**src/rtl/dirv_lsu_pkg.sv**
```systemverilog
// Shared encodings for the load/store unit: access sizes, command codes,
// FSM states and the natural-alignment rule.
package dirv_lsu_pkg;

  localparam logic [1:0] SZ_BYTE    = 2'd0;
  localparam logic [1:0] SZ_HALF    = 2'd1;
  localparam logic [1:0] SZ_WORD    = 2'd2;
  localparam logic [1:0] SZ_ILLEGAL = 2'd3;

  localparam logic CMD_LOAD  = 1'b0;
  localparam logic CMD_STORE = 1'b1;

  typedef enum logic [2:0] {
    ST_IDLE  = 3'd0,
    ST_ADDR  = 3'd1,
    ST_RDATA = 3'd2,
    ST_WDATA = 3'd3,
    ST_RESP  = 3'd4
  } lsu_state_e;

  // An access must be naturally aligned to its own size. The illegal size is
  // reported separately, so it never counts as misaligned here.
  function automatic logic size_misaligned(input logic [1:0] size, input logic [1:0] off);
    logic mis;
    case (size)
      SZ_HALF: mis = off[0];
      SZ_WORD: mis = (off != 2'b00);
      default: mis = 1'b0;
    endcase
    return mis;
  endfunction

endpackage

```
**src/rtl/dirv_lsu_align.sv**
```systemverilog
// Combinational byte-lane logic: request legality check on the incoming
// request, plus store strobe/data replication and load shift/extension on the
// registered request.
module dirv_lsu_align
  import dirv_lsu_pkg::*;
#(
  parameter int p_DATA_BITS = 32,
  parameter int p_STRB_BITS = p_DATA_BITS / 8
) (
  input  logic [1:0]             chk_size,
  input  logic [1:0]             chk_off,
  output logic                   chk_illegal,
  output logic                   chk_misaligned,
  input  logic [1:0]             fmt_size,
  input  logic [1:0]             fmt_off,
  input  logic                   fmt_unsigned,
  input  logic [p_DATA_BITS-1:0] fmt_wdata,
  input  logic [p_DATA_BITS-1:0] fmt_rdata,
  output logic [p_STRB_BITS-1:0] fmt_strb,
  output logic [p_DATA_BITS-1:0] fmt_wdata_rep,
  output logic [p_DATA_BITS-1:0] fmt_rdata_ext
);

  logic [p_DATA_BITS-1:0] rdata_sh;

  assign chk_illegal    = (chk_size == SZ_ILLEGAL);
  assign chk_misaligned = size_misaligned(chk_size, chk_off);

  // Byte enables: the access footprint shifted to its byte offset.
  always_comb begin
    case (fmt_size)
      SZ_BYTE: fmt_strb = p_STRB_BITS'(1) << fmt_off;
      SZ_HALF: fmt_strb = p_STRB_BITS'(3) << fmt_off;
      SZ_WORD: fmt_strb = '1;
      default: fmt_strb = '0;
    endcase
  end

  // Replicate the right-aligned store data into every lane so whichever lanes
  // the strobe enables carry the right bytes without an offset-dependent mux.
  genvar gi;
  generate
    for (gi = 0; gi < p_STRB_BITS; gi++) begin : g_lane
      assign fmt_wdata_rep[8*gi +: 8] =
        (fmt_size == SZ_BYTE) ? fmt_wdata[7:0] :
        (fmt_size == SZ_HALF) ? fmt_wdata[8*(gi%2) +: 8] :
                                fmt_wdata[8*gi +: 8];
    end
  endgenerate

  assign rdata_sh = fmt_rdata >> {fmt_off, 3'b000};

  // Right-align the addressed bytes, then sign- or zero-extend.
  always_comb begin
    case (fmt_size)
      SZ_BYTE: fmt_rdata_ext = {{(p_DATA_BITS-8){~fmt_unsigned & rdata_sh[7]}}, rdata_sh[7:0]};
      SZ_HALF: fmt_rdata_ext = {{(p_DATA_BITS-16){~fmt_unsigned & rdata_sh[15]}}, rdata_sh[15:0]};
      default: fmt_rdata_ext = rdata_sh;
    endcase
  end

endmodule

```
**src/rtl/dirv_lsu.sv**
```systemverilog
// Load/store unit: one outstanding request, driven onto the data-memory
// address/read/write channels; misaligned or illegal requests complete
// without any bus activity.
module dirv_lsu
  import dirv_lsu_pkg::*;
#(
  parameter int p_ADDR_BITS = 32,
  parameter int p_DATA_BITS = 32,
  parameter int p_STRB_BITS = p_DATA_BITS / 8
) (
  input  logic                   clk,
  input  logic                   rst,
  input  logic                   req_valid,
  output logic                   req_ready,
  input  logic                   req_cmd,
  input  logic [1:0]             req_size,
  input  logic                   req_unsigned,
  input  logic [p_ADDR_BITS-1:0] req_addr,
  input  logic [p_DATA_BITS-1:0] req_wdata,
  output logic                   rsp_valid,
  output logic [p_DATA_BITS-1:0] rsp_rdata,
  output logic                   rsp_err,
  output logic                   rsp_misaligned,
  output logic [p_ADDR_BITS-1:0] mem_addr,
  output logic                   mem_cmd,
  output logic                   mem_valid,
  input  logic                   mem_ready,
  output logic                   mem_r_ready,
  input  logic                   mem_r_valid,
  input  logic [p_DATA_BITS-1:0] mem_r_data,
  input  logic                   mem_r_resp,
  output logic                   mem_w_valid,
  input  logic                   mem_w_ready,
  output logic [p_STRB_BITS-1:0] mem_w_strb,
  output logic [p_DATA_BITS-1:0] mem_w_data,
  input  logic                   mem_w_resp
);

  lsu_state_e             state_q, state_d;
  logic                   cmd_q, cmd_d;
  logic [1:0]             size_q, size_d;
  logic                   uns_q, uns_d;
  logic [p_ADDR_BITS-1:0] addr_q, addr_d;
  logic [p_DATA_BITS-1:0] wdata_q, wdata_d;
  logic [p_DATA_BITS-1:0] rdata_q, rdata_d;
  logic                   err_q, err_d;
  logic                   mis_q, mis_d;

  logic                   chk_illegal;
  logic                   chk_misaligned;
  logic [p_STRB_BITS-1:0] fmt_strb;
  logic [p_DATA_BITS-1:0] fmt_wdata_rep;
  logic [p_DATA_BITS-1:0] fmt_rdata_ext;

  dirv_lsu_align #(
    .p_DATA_BITS (p_DATA_BITS),
    .p_STRB_BITS (p_STRB_BITS)
  ) u_align (
    .chk_size       (req_size),
    .chk_off        (req_addr[1:0]),
    .chk_illegal    (chk_illegal),
    .chk_misaligned (chk_misaligned),
    .fmt_size       (size_q),
    .fmt_off        (addr_q[1:0]),
    .fmt_unsigned   (uns_q),
    .fmt_wdata      (wdata_q),
    .fmt_rdata      (mem_r_data),
    .fmt_strb       (fmt_strb),
    .fmt_wdata_rep  (fmt_wdata_rep),
    .fmt_rdata_ext  (fmt_rdata_ext)
  );

  // State register; reset abandons any transaction in flight.
  always_ff @(posedge clk) begin
    if (!rst) begin
      state_q <= ST_IDLE;
    end else begin
      state_q <= state_d;
    end
  end

  // Request and response registers.
  always_ff @(posedge clk) begin
    if (!rst) begin
      cmd_q   <= 1'b0;
      size_q  <= 2'd0;
      uns_q   <= 1'b0;
      addr_q  <= '0;
      wdata_q <= '0;
      rdata_q <= '0;
      err_q   <= 1'b0;
      mis_q   <= 1'b0;
    end else begin
      cmd_q   <= cmd_d;
      size_q  <= size_d;
      uns_q   <= uns_d;
      addr_q  <= addr_d;
      wdata_q <= wdata_d;
      rdata_q <= rdata_d;
      err_q   <= err_d;
      mis_q   <= mis_d;
    end
  end

  // Next-state logic: rejected requests skip straight to the response.
  always_comb begin
    state_d = state_q;
    case (state_q)
      ST_IDLE: begin
        if (req_valid) begin
          state_d = (chk_illegal || chk_misaligned) ? ST_RESP : ST_ADDR;
        end
      end
      ST_ADDR: begin
        if (mem_ready) begin
          state_d = (cmd_q == CMD_STORE) ? ST_WDATA : ST_RDATA;
        end
      end
      ST_RDATA: begin
        if (mem_r_valid) begin
          state_d = ST_RESP;
        end
      end
      ST_WDATA: begin
        if (mem_w_ready) begin
          state_d = ST_RESP;
        end
      end
      ST_RESP: state_d = ST_IDLE;
      default: state_d = ST_IDLE;
    endcase
  end

  // Datapath capture: request fields on accept, bus results on completion.
  always_comb begin
    cmd_d   = cmd_q;
    size_d  = size_q;
    uns_d   = uns_q;
    addr_d  = addr_q;
    wdata_d = wdata_q;
    rdata_d = rdata_q;
    err_d   = err_q;
    mis_d   = mis_q;
    case (state_q)
      ST_IDLE: begin
        if (req_valid) begin
          cmd_d   = req_cmd;
          size_d  = req_size;
          uns_d   = req_unsigned;
          addr_d  = req_addr;
          wdata_d = req_wdata;
          rdata_d = '0;
          err_d   = chk_illegal;
          mis_d   = chk_misaligned & ~chk_illegal;
        end
      end
      ST_RDATA: begin
        if (mem_r_valid) begin
          rdata_d = fmt_rdata_ext;
          err_d   = mem_r_resp;
        end
      end
      ST_WDATA: begin
        if (mem_w_ready) begin
          err_d = mem_w_resp;
        end
      end
      default: ;
    endcase
  end

  // Outputs decoded from the current state; everything is zero when inactive.
  always_comb begin
    req_ready      = 1'b0;
    rsp_valid      = 1'b0;
    rsp_rdata      = '0;
    rsp_err        = 1'b0;
    rsp_misaligned = 1'b0;
    mem_addr       = '0;
    mem_cmd        = 1'b0;
    mem_valid      = 1'b0;
    mem_r_ready    = 1'b0;
    mem_w_valid    = 1'b0;
    mem_w_strb     = '0;
    mem_w_data     = '0;
    case (state_q)
      ST_IDLE: req_ready = 1'b1;
      ST_ADDR: begin
        mem_valid = 1'b1;
        mem_addr  = {addr_q[p_ADDR_BITS-1:2], 2'b00};
        mem_cmd   = cmd_q;
      end
      ST_RDATA: mem_r_ready = 1'b1;
      ST_WDATA: begin
        mem_w_valid = 1'b1;
        mem_w_strb  = fmt_strb;
        mem_w_data  = fmt_wdata_rep;
      end
      ST_RESP: begin
        rsp_valid      = 1'b1;
        rsp_rdata      = rdata_q;
        rsp_err        = err_q;
        rsp_misaligned = mis_q;
      end
      default: ;
    endcase
  end

endmodule
```
**config.mk**
```make
export PLATFORM = sky130hd
export DESIGN_NAME = dirv_lsu
export DESIGN_NICKNAME = d
export VERILOG_FILES = /design/src/rtl/dirv_lsu_pkg.sv /design/src/rtl/dirv_lsu_align.sv /design/src/rtl/dirv_lsu.sv
export SDC_FILE = /design/constraint.sdc
export NUM_CORES = 1
export LEC_CHECK = 0
export BUFFER_PORTS_ARGS = -buffer_cell sky130_fd_sc_hd__buf_2
export CAP_MARGIN = 10
export CORE_MARGIN = 1.5
export CORE_UTILIZATION = 50
export CTS_CLUSTER_DIAMETER = 150
export DETAILED_ROUTE_END_ITERATION = 10
export MAX_ROUTING_LAYER = met4
export PLACE_DENSITY = 0.91
export SLEW_MARGIN = 0
export SYNTH_ARGS = -nofsm -noshare
export SYNTH_HDL_FRONTEND = slang
export SYNTH_SLANG_ARGS = --single-unit
```
**constraint.sdc**
```tcl
create_clock -name clk -period 2.4 [get_ports clk]
set_input_delay 0.24 -clock clk [delete_from_list [all_inputs] [get_ports clk]]
set_output_delay 0.24 -clock clk [all_outputs]
set_load 0.05 [all_outputs]
```
Word level (Yosys, flattened, before mapping)
Cells that the tools add are included.
Widths: inputs -> output; s select.
- add/subtract/negate cells: 0
- multipliers: 0
- divide/modulo/power cells: 0
- order comparisons: 0
- eq/ne operators: 13
- shifts and indexed selects: 3
- mux-type cells: 34
- bitwise operators: 5
- reductions and logical operators: 10
- operators by type and width (operator ; number):
    $mux 32 ; 5
    $pmux 32 s2 ; 2
    $mux 8 ; 5
    $shr 32x5->32 ; 1
    $mux 3 ; 5
    $mux 1 ; 12
    $pmux 3 s4 ; 1
    $pmux 4 s3 ; 1
    $ne 2x2->1 const B ; 4
    $reduce_and 4->1 ; 2
    $eq 2x2->1 const B ; 3
    $eq 3x2->1 const B ; 2
    $eq 2x1->1 const B ; 2
    $mux 4 ; 1
    $reduce_bool 2->1 ; 2
    $shl 1x2->4 const A ; 1
    $shl 2x2->4 const A ; 1
    $and 1x1->1 ; 3
    $eq 3x1->1 const B ; 1
    $eq 3x3->1 const B ; 1
    $logic_not 3->1 ; 1
    $pmux 1 s3 ; 1
    $reduce_and 3->1 ; 1
    $reduce_bool 3->1 ; 1
    other kinds (5) ; 6
- register bits: 105
- latch bits: 0
- memory bits (writable): 0
- memory bits (read-only): 0
- input bits: 108
- output and inout bits: 108
- word-level logic and storage cells: 74
- memories: 0

Logic depth before layout (Yosys ltp)
- word-level depth: 6
- mapped depth: 8
- mapped depth without buffers: 6

Modules after synthesis
Synthesis repeated with hierarchy kept, for this count alone.
- cells, all modules: 794
- area, all modules: 6118.4 um2
- modules (own cells, without submodules) (module ; times used ; cells each ; area an instance (um2) ; sequential area each (um2)):
    dirv_lsu ; 1 ; 603 ; 4650.7 ; 2102.0
    dirv_lsu_align ; 1 ; 191 ; 1467.7 ; 0.0

Worst setup path before layout
No wires, ideal clock.
- kind: register to output
- from: reg addr_q[1]
- to: out mem_w_strb[3]
- data arrival time: 2295 ps
- slack: -135 ps
- cell stages (with the launch flop): 6
- path through: dfxtp_1 buf_2 buf_2 buf_2 a21oi_1 a211oi_1
- longest elaborated chain between the ends: 3
- elaborated cells on any way between the ends: 4
- those cells by class: shift: 2; mux: 2
- RTL lines (element ; line ; RTL):
    from (decl) ; dirv_lsu.sv:43 ; logic [p_ADDR_BITS-1:0] addr_q, addr_d;
    from (signal assigned) ; dirv_lsu.sv:97 ; addr_q <= addr_d;
    $shl 2x2->4 or $shl 1x2->4 (tied branches) ; dirv_lsu_align.sv:33, dirv_lsu_align.sv:32 ;
    $pmux 4 s3 * ; dirv_lsu_align.sv:31 ; case (fmt_size)
    $mux 4 * ; dirv_lsu.sv:186 ; case (state_q)
    to (decl) ; dirv_lsu.sv:34 ; output logic [p_STRB_BITS-1:0] mem_w_strb,
Every way passes the cells marked *; elsewhere a longest branch is shown, timed or not.

Worst setup path after layout
- from: reg size_q[1]
- to: out mem_w_data[15]
- longest elaborated chain between the ends: 3
- RTL lines (element ; line ; RTL):
    from (decl) ; dirv_lsu.sv:41 ; logic [1:0] size_q, size_d;
    from (signal assigned) ; dirv_lsu.sv:95 ; size_q <= size_d;
    $logic_not 2->1 ; -- ;
    $mux 8 ; dirv_lsu_align.sv:45 ; (fmt_size == SZ_BYTE) ? fmt_wdata[7:0] :
    $mux 32 ; dirv_lsu.sv:186 ;
    to (decl) ; dirv_lsu.sv:35 ; output logic [p_DATA_BITS-1:0] mem_w_data,
No other way between the ends.

==> flow_metrics.env <==
export IMPL_rsz0062_at_grt="no"
export IMPL_post_route_drc_count=0
export IMPL_cts_setup_buffers=0
export IMPL_status="finished clean"
export IMPL_hold_viol=0
export IMPL_worstMarginPinSlew_ns=0.7183
export IMPL_crit_path_end_kind="output port"
export IMPL_die_h_um=109.0
export IMPL_rr_startpoint="state_q[1]"
export IMPL_wl_per_cell_um=15.04
export IMPL_routabilityCongestion=0.8716
export IMPL_crit_fanout=21
export IMPL_dr_pass1_iters=5
export IMPL_die_w_um=109.0
export IMPL_maxCapViolCount=0
export IMPL_slew_violations=0
export IMPL_drtIter0Drc=366
export IMPL_drt_wl_total_um=15300
export IMPL_grt_max_degree=70
export IMPL_syn_inst=695
export IMPL_grt_usage_pct=26.32
export IMPL_path_cells="or2_2 > nand2_1 > a21oi_1 > buf_2"
export IMPL_hold_class="in2reg"
export IMPL_area_growth_pct=23.34
export IMPL_maxSlewHeadroom_pct=52.11
export IMPL_holdCritStartpoint="req_addr[17]"
export IMPL_synth_cell_types=48
export IMPL_setup_viol=0
export IMPL_ctsResizeCount=0
export IMPL_leakage_nw=3.133
export IMPL_max_freq_mhz=453.2
export IMPL_synth_area_per_cell_sq_um=8.076
export IMPL_crit_type="reg2out"
export IMPL_utilization_pct=63.58
export IMPL_ys_flop_type="dfxtp_1"
export IMPL_synth_seq_area_share_pct=37.45
export IMPL_syn_cell_area_sq_um=5613
export IMPL_slowest_stage="dfxtp_4"
export IMPL_htreeDepth=3
export IMPL_startpoint_type="register"
export IMPL_fin_skew_ns=0.01389
export IMPL_clk_path_buf_depth=2
export IMPL_fp_row_count=38
export IMPL_min_period_ns=2.207
export IMPL_cts_tree="built"
export IMPL_drive_above_1_share_pct=31.05
export IMPL_cts_buffers_inserted=9
export IMPL_peakVddDrop_uv=373.0
export IMPL_synth_seq_cells=105
export IMPL_synth_warnings=0
export IMPL_required_ns=2.16
export IMPL_ant_nets=0
export IMPL_dpl_hpwl_um=11010
export IMPL_clk_pin_slew_ns=0.11
export IMPL_hold_ws_ns=0.09326
export IMPL_post_route_period_util_pct=91.94
export IMPL_numClockSinks=105
export IMPL_post_cts_hold_buffer_count=0
export IMPL_synth_edf_count=0
export IMPL_port_buffers=213
export IMPL_fillers=949
export IMPL_core_sq_um=10890
export IMPL_antenna_found_initial=1
export IMPL_crit_path_max_incr_delay_ns=0.54
export IMPL_nets=982
export IMPL_crit_start="size_q[1]"
export IMPL_initial_core_util_pct=51.55
export IMPL_grt_pass1_vias=4880
export IMPL_cts_root_buffer="clkbuf_8"
export IMPL_arrival_ns=1.97
export IMPL_io_pins=216
export IMPL_clock_latency_ns=0.37
export IMPL_async_flop_share_pct=0
export IMPL_die_area_sq_um=11870
export IMPL_dpl_cell_count=1000
export IMPL_via_count=5482
export IMPL_instances_no_fill=1017
export IMPL_setup_tns_ns=0
export IMPL_vias_per_cell=5.390
export IMPL_p_per_area_nw_per_um2=555.7
export IMPL_grt_first_pass_wirelength_um=23930
export IMPL_grt_overflow=0
-- state kept, by name (all words and copies together) (netlist names) --
signal	count
wdata_q	32
err_q	1
uns_q	1
cmd_q	1
state_q	3
mis_q	1
size_q	2
addr_q	32
rdata_q	32
-- Yosys cell counts (2+ instances only) --
library cell	count	area share [%]
o2bb2ai_1	8	1.2
o21ai_0	3	0.27
mux2i_1	28	5.0
clkbuf_1	42	2.8
dfxtp_1	105	37
nor2_1	28	1.9
a21boi_1	30	4.0
buf_6	5	1.0
buf_4	3	0.40
a32oi_1	7	1.1
nor3b_1	12	1.6
a21oi_1	41	3.7
nand2_1	163	11
inv_1	6	0.40
a211o_1	7	1.1
o21a_1	2	0.27
a211oi_1	2	0.27
ha_1	3	0.67
a21boi_0	38	5.1
nand3b_1	2	0.27
buf_2	13	1.2
and2_1	74	8.2
a22oi_1	2	0.27
buf_1	3	0.20
mux2_2	9	1.8
a221o_1	16	2.9
nor2b_1	20	2.2
nor3_1	3	0.27
-- final timing paths --
| check | to | slack (ns) | cells after the start |
|---|---|---|---|
| max reg2reg | rdata_q[30] | 0.48 | 4 |
| max | mem_w_data[15] | 0.19 | 4 |
| min | addr_q[17] | 0.09 | 3 |
| min reg2reg | addr_q[7] | 0.45 | 2 |
-- area by class of cell --
class	instances	area [sq um]	share of cell area (%)
antenna	1	2.502	0.03615
clock buffer	9	123.9	1.789
clock inverter	7	62.56	0.9037
inverter	7	26.28	0.3795
multi-input combinational	518	3202	46.25
sequential	105	2110	30.47
tap	140	175.2	2.530
timing repair buffer	230	1221	17.64
-- worst max-delay path, delay by kind of cell (launching register included) --
kind | cells | cell delay, ns
simple gates | 2 | 0.50
buf+inv | 1 | 0.32
flops | 1 | 0.54
compound gates | 1 | 0.25
-- kinds of logic (layout without fill, tap and decap cells) --
logic type,after synthesis,count (layout),synth area share (%)
buffers and inverters,73,253,6.041
other,1,3,0.06681
xor gates and xnor gates,1,1,0.1561
muxes,38,38,7.200
adders and majority gates,3,3,0.6688
DFF,105,105,37.45
AOI/OAI and AO/OA,161,161,21.22
and+or+nand+nor,313,313,27.20
-- metal layers --
layer	global-route usage [%]	up-vias	wire length, um
met4	7.237	0	259
met3	5.140	25	1149
met2	42.19	245	7324
met1	33.80	2513	6564
met5	-	-	0
li1	-	2699	-
-- cell usage in the layout, fill, tap and decap left out, types with 2 or more instances in the layout --
master and instances:
a211o_1 7, a211oi_2 2, a21boi_0 38, a21boi_1 30
a21oi_1 41, a221o_1 16, a22oi_1 2, a32oi_1 7
and2_1 74, buf_12 2, buf_2 212, buf_4 16
clkbuf_8 9, clkinv_4 3, conb_1 2, dfxtp_1 101
dfxtp_2 3, ha_1 3, inv_1 6, inv_6 2
mux2_2 9, mux2i_1 28, nand2_1 163, nand3b_1 2
nor2_1 27, nor2b_1 20, nor3_1 2, nor3b_1 11
o21a_1 2, o21ai_0 3, o2bb2ai_1 8
-- where the power goes --
part | internal (mW) | leakage [nW] | switching [mW]
combinational | 0.322 | 2.18 | 0.515
sequential | 1.85 | 0.859 | 0.100
clock | 0.398 | 0.0923 | 0.661
total | 2.57 | 3.13 | 1.28
-- per-stage QoR --
step / power, mW / instance area (sq um) / setup WS, ns
after floorplan: 2.555 / 5629 / 0.06559
after global placement: 2.804 / 6725 / 0.3888
after detailed placement: 2.822 / 6725 / 0.2835
after CTS: 3.874 / 6912 / 0.004660
after global routing: 4.055 / 6923 / 0.09713
final: 3.847 / 6923 / 0.1935
Note: power is estimated with default switching activity, not from simulation.
